[src/rtl/mcd212_pkg.sv]
// Shared types for the DRAM arbiter: FSM states, grant ids and the
// latched memory command bundle.
package mcd212_pkg;

  typedef enum logic [1:0] {
    IDLE,
    ISSUE,
    WAIT_DATA,
    RESPOND
  } arb_state_t;

  typedef enum logic [1:0] {
    GNT_CH0,
    GNT_CH1,
    GNT_CPU
  } grant_t;

  typedef struct packed {
    logic [19:1] adr;
    logic        we;
    logic [1:0]  be;
    logic [15:0] wdata;
  } mem_cmd_t;

endpackage

[src/rtl/dram_arb_select.sv]
// Combinational winner pick: ch0 > ch1 > CPU, with a forced CPU slot
// once the starvation guard trips.
module dram_arb_select
  import mcd212_pkg::*;
(
  input  logic   el_ch0,
  input  logic   el_ch1,
  input  logic   el_cpu,
  input  logic   force_cpu,
  output logic   valid,
  output grant_t gnt
);

  always_comb begin
    valid = 1'b1;
    gnt   = GNT_CH0;
    if (force_cpu) begin
      gnt = GNT_CPU;
    end else if (el_ch0) begin
      gnt = GNT_CH0;
    end else if (el_ch1) begin
      gnt = GNT_CH1;
    end else if (el_cpu) begin
      gnt = GNT_CPU;
    end else begin
      valid = 1'b0;
    end
  end

endmodule

[src/rtl/dram_arbiter.sv]
// Shared DRAM port arbiter for ICA, display decoder and CPU with one
// outstanding transaction and a CPU starvation guard.
module dram_arbiter
  import mcd212_pkg::*;
#(
  parameter int CPU_MAX_WAIT = 4
) (
  input  logic        clk,
  input  logic        reset,
  input  logic [21:0] ch0_adr,
  input  logic        ch0_as,
  output logic [15:0] ch0_din,
  output logic        ch0_bus_ack,
  input  logic [21:0] ch1_adr,
  input  logic        ch1_as,
  output logic [15:0] ch1_din,
  output logic        ch1_bus_ack,
  input  logic [19:1] cpu_adr,
  input  logic        cpu_req,
  input  logic        cpu_we,
  input  logic        cpu_uds,
  input  logic        cpu_lds,
  input  logic [15:0] cpu_wdata,
  output logic [15:0] cpu_rdata,
  output logic        cpu_ack,
  output logic [18:0] mem_adr,
  output logic        mem_req,
  output logic        mem_we,
  output logic [1:0]  mem_be,
  output logic [15:0] mem_wdata,
  input  logic        mem_ready,
  input  logic [15:0] mem_rdata,
  input  logic        mem_rvalid
);

  localparam int WW = $clog2(CPU_MAX_WAIT + 1);
  localparam logic [WW-1:0] WAIT_MAX = WW'(CPU_MAX_WAIT);

  arb_state_t      state_q, state_d;
  grant_t          gnt_q, gnt_d;
  mem_cmd_t        cmd_q, cmd_d;
  logic [WW-1:0]   cpu_wait_q, cpu_wait_d;
  logic [15:0]     ch0_dat_q, ch0_dat_d;
  logic [15:0]     ch1_dat_q, ch1_dat_d;
  logic [15:0]     cpu_dat_q, cpu_dat_d;

  logic   el_ch0, el_ch1, el_cpu, force_cpu;
  logic   sel_valid;
  grant_t sel_gnt;
  logic   unused_adr_bits;

  assign unused_adr_bits = ^{ch0_adr[21:20], ch0_adr[0],
                             ch1_adr[21:20], ch1_adr[0]};

  assign el_ch0    = ch0_as & ~ch0_bus_ack;
  assign el_ch1    = ch1_as & ~ch1_bus_ack;
  assign el_cpu    = cpu_req & ~cpu_ack;
  assign force_cpu = el_cpu && (cpu_wait_q == WAIT_MAX);

  dram_arb_select u_sel (
    .el_ch0    (el_ch0),
    .el_ch1    (el_ch1),
    .el_cpu    (el_cpu),
    .force_cpu (force_cpu),
    .valid     (sel_valid),
    .gnt       (sel_gnt)
  );

  always_ff @(posedge clk or posedge reset) begin
    if (reset) begin
      state_q    <= IDLE;
      gnt_q      <= GNT_CH0;
      cmd_q      <= '0;
      cpu_wait_q <= '0;
      ch0_dat_q  <= '0;
      ch1_dat_q  <= '0;
      cpu_dat_q  <= '0;
    end else begin
      state_q    <= state_d;
      gnt_q      <= gnt_d;
      cmd_q      <= cmd_d;
      cpu_wait_q <= cpu_wait_d;
      ch0_dat_q  <= ch0_dat_d;
      ch1_dat_q  <= ch1_dat_d;
      cpu_dat_q  <= cpu_dat_d;
    end
  end

  always_comb begin
    state_d = state_q;
    unique case (state_q)
      IDLE:      if (sel_valid) state_d = ISSUE;
      ISSUE:     if (mem_ready) state_d = cmd_q.we ? RESPOND : WAIT_DATA;
      WAIT_DATA: if (mem_rvalid) state_d = RESPOND;
      RESPOND:   state_d = IDLE;
      default:   state_d = IDLE;
    endcase
  end

  // Command capture, starvation counter and read data steering.
  always_comb begin
    gnt_d      = gnt_q;
    cmd_d      = cmd_q;
    cpu_wait_d = cpu_wait_q;
    ch0_dat_d  = ch0_dat_q;
    ch1_dat_d  = ch1_dat_q;
    cpu_dat_d  = cpu_dat_q;
    if (state_q == IDLE && sel_valid) begin
      gnt_d = sel_gnt;
      unique case (sel_gnt)
        GNT_CH0: cmd_d = '{adr: ch0_adr[19:1], we: 1'b0,
                           be: 2'b11, wdata: 16'h0};
        GNT_CH1: cmd_d = '{adr: ch1_adr[19:1], we: 1'b0,
                           be: 2'b11, wdata: 16'h0};
        default: cmd_d = '{adr: cpu_adr, we: cpu_we,
                           be: {cpu_uds, cpu_lds}, wdata: cpu_wdata};
      endcase
      if (sel_gnt == GNT_CPU) begin
        cpu_wait_d = '0;
      end else if (cpu_req && cpu_wait_q != WAIT_MAX) begin
        cpu_wait_d = cpu_wait_q + WW'(1);
      end
    end
    if (!cpu_req) cpu_wait_d = '0;
    if (state_q == WAIT_DATA && mem_rvalid) begin
      unique case (gnt_q)
        GNT_CH0: ch0_dat_d = mem_rdata;
        GNT_CH1: ch1_dat_d = mem_rdata;
        default: cpu_dat_d = mem_rdata;
      endcase
    end
  end

  always_comb begin
    mem_req     = (state_q == ISSUE);
    mem_adr     = cmd_q.adr;
    mem_we      = cmd_q.we;
    mem_be      = cmd_q.be;
    mem_wdata   = cmd_q.wdata;
    ch0_bus_ack = (state_q == RESPOND) && (gnt_q == GNT_CH0);
    ch1_bus_ack = (state_q == RESPOND) && (gnt_q == GNT_CH1);
    cpu_ack     = (state_q == RESPOND) && (gnt_q == GNT_CPU);
    ch0_din     = ch0_dat_q;
    ch1_din     = ch1_dat_q;
    cpu_rdata   = cpu_dat_q;
  end

endmodule

[config.mk]
export PLATFORM = sky130hd
export DESIGN_NAME = dram_arbiter
export DESIGN_NICKNAME = d
export VERILOG_FILES = /design/src/rtl/mcd212_pkg.sv /design/src/rtl/dram_arb_select.sv /design/src/rtl/dram_arbiter.sv
export SDC_FILE = /design/constraint.sdc
export NUM_CORES = 1
export LEC_CHECK = 0
export CAP_MARGIN = 0
export CORE_ASPECT_RATIO = 0.8
export CORE_MARGIN = 2
export CORE_UTILIZATION = 40
export DETAILED_ROUTE_END_ITERATION = 8
export PLACE_DENSITY = 0.77
export SYNTH_ARGS = -nofsm -noshare
export SYNTH_HDL_FRONTEND = slang
export SYNTH_SLANG_ARGS = --single-unit
[constraint.sdc]
create_clock -name clk -period 3.51 [get_ports clk]
set_clock_uncertainty 0.15 [all_clocks]
set_input_delay 0.702 -clock clk [delete_from_list [all_inputs] [get_ports clk]]
set_output_delay 0.702 -clock clk [all_outputs]
set_load 0.1 [all_outputs]
==> run_results.csv <==
group,metric,value,unit
logic_synthesis,synth_seq_area_share,52.7,%
timing,tightest_slew,921,ps
setup_path,critPathSlowestCell,"or3b_1",
drt,initialDrtViolationCount,186,
layout,final_common_cell,"buf_4",
placement,place.detailed.hpwl,8600,um
logic_synthesis,synth_edf_count,0,
logic_synthesis,synth_fp_nets,524,
setup_path,crit_type,"flip-flop to primary output",
hold_path,hold_path_end,"mem_adr[16]",
placement,gp_congestion,0.775,
clocking,clockRootBuffer,"clkbuf_16",
setup_path,crit_chain,"ha_1, or3b_1, inv_1, buf_4",
global_route,grt_max_degree,58,
global_route,grt-ovfl-total,0,
setup_path,r2r_cells,6,
setup_path,critPathRequiredTime,2660,ps
timing,fmax,362,MHz
floorplan,die-area,11900,um2
layout,mostFrequentLayoutCells,"buf_4 (99), clkdlybuf4s50_1 (98), dfrtp_1 (93)",
setup_path,r2r_slack,890,ps
layout,area_growth,47.1,%
floorplan,dieHeight,97.9,um
logic_synthesis,synth-main-ff-cell,"dfrtp_1",
layout,diodes,0,
placement,placed_cell_area,6190,um2
drt,ant_nets,0,
setup_path,r2r-start,"state_q[0]",
logic_synthesis,syn_avg_cell_area,10.7,um2
clocking,path_clk_slew,70,ps
logic_synthesis,synthCells,413,
global_route,grt_pass1_vias,3736,
clocking,h-tree-depth,3,
layout,final_cell_area,6490,um2
clocking,numCtsBuffers,9,
timing,whs,329,ps
global_route,grt_pass1_wl,18500,um
flow_run,drv_cap,0,
timing,rsz0062_at_grt,"false",
timing,fin_crit_sh,78.8,%
drt,drt_first_pass_iters,4,
clocking,cts_sinks,93,
setup_path,cp_top_family,"simple AND/OR/NAND/NOR gates",
timing,finalSetupViolations,0,
timing,slew_headroom,38.6,%
clocking,hold_buffers,0,
drt,vias,3804,
timing,min_period,2760,ps
floorplan,io_pins,195,
timing,slew_violations,0,
global_route,antenna_found_initial,0,
clocking,cts_buffer_depth,2,
layout,drive_gt1_share,30.4,%
drt,avgRoutedWirePerCell,15.9,um
logic_synthesis,yosysWarnings,0,
logic_synthesis,syn_area,4410,um2
hold_path,hold_start,"mem_adr[16]",
setup_path,cp.arrival,1910,ps
logic_synthesis,async_flop_share,100,%
setup_path,cp.buffers_inverters,2,
hold_path,worstHoldPathType,"flip-flop to flip-flop",
logic_synthesis,ys_seq_elements,93,
clocking,post_cts_buffers,0,
setup_path,startpoint_type,"flip-flop",
drt,drc,0,
setup_path,critPathMaxStageDelay,490,ps
clocking,tritoncts,"done",
clocking,cts_resized,0,
layout,num-nets-final,703,
drt,routed_via_density,5.14,
logic_synthesis,ys_types,39,
global_route,track_usage,19.4,%
setup_path,rr_endpoint,"mem_adr[9]",
run_status,outcome,"completed",
setup_path,worst_setup_path_end_kind,"primary output",
hold_path,holdPathStages,2,
floorplan,fp.coreArea,10800,um2
timing,hold_violations,0,
clocking,clk_latency,330,ps
floorplan,die_w,121,um
setup_path,cp_max_fo,5,
drt,wl,11800,um
timing,setup_tns,0,ps
floorplan,rows,34,
placement,io_buffers,188,
floorplan,initial_core_util,40.8,%
layout,fin_util,60.1,%
worst register-to-register path, cell delays in order, from the launching register on:
cell     delay, ps
dfrtp_1        420
ha_1           260
or3b_1         490
a32oi_4        590
nand3_1        170
and3_1         240
o31ai_2        190
per-stage QoR:
stage          cells  setup WS [ps]
2_1_floorplan    413            238
3_3_place_gp     725            631
3_5_place_dp     725            641
4_1_cts          740            752
5_1_grt          740            636
6_report         740            745
how the worst max path moves through the flow:
stage / end / from / depth (start not counted)
after floorplan: ch0_din[0] / reset / 1
after global placement: mem_adr[0] / ch0_as / 6
after detailed placement: mem_adr[9] / ch0_as / 6
after CTS: ch0_bus_ack / state_q[0] / 4
after global routing: ch0_bus_ack / state_q[0] / 4
final: ch0_bus_ack / state_q[0] / 4
flip-flops by register name, summed over array words and instances, names as in the netlist:
register	flops
mem_adr	19
ch0_din	16
mem_we	1
cpu_wait_q	3
gnt_q	2
cpu_rdata	16
mem_wdata	16
ch1_din	16
state_q	2
mem_be	2
final cells by class:
type / instances / area (um2)
Inverter: 13 / 51.3
Clock buffer: 9 / 225
Sequential cell: 93 / 2330
Clock inverter: 6 / 72.6
Multi-Input combinational cell: 277 / 1890
Fill cell: 947 / 4310
Tap cell: 144 / 180
Timing Repair Buffer: 198 / 1740
synthesized netlist by cell type, types with 3 or more instances:
library cell	n	share of area [%]
nor2_1	6	0.51
clkbuf_1	20	1.7
buf_4	3	0.51
a21oi_1	21	2.4
dfrtp_1	93	53
o31ai_1	10	1.7
nand3b_1	3	0.51
and3_1	19	2.7
nand3_1	23	2.6
and2_1	3	0.43
o21ai_0	38	4.3
buf_2	4	0.45
nand2_1	61	5.2
buf_6	3	0.77
o21ai_1	5	0.57
ha_1	6	1.7
mux2_2	49	13
o31ai_2	10	2.8
inv_1	13	1.1
cell families (layout without fill, tap and decap cells):
family	Yosys count	count (layout)	synth area share [%]
AO/OA/AOI/OAI	99	99	15.3
adder cells (fa/ha/maj)	6	6	1.70
flip-flops	93	93	52.7
AND/OR/NAND/NOR	122	122	13.0
multiplexers	50	50	12.7
buffers and inverters	43	226	4.54
per-layer routing:
| layer | vias up | wire (um) | track usage, % |
|---|---|---|---|
| li1 | 1820 | - | - |
| met1 | 1848 | 5280 | 25.5 |
| met2 | 131 | 5640 | 32.7 |
| met3 | 5 | 830 | 5.08 |
| met4 | 0 | 49 | 3.45 |
| met5 | - | 0 | 0 |
Power is not shown: default switching activity piles up to over one toggle a cycle in this logic, so the estimate is an artifact.
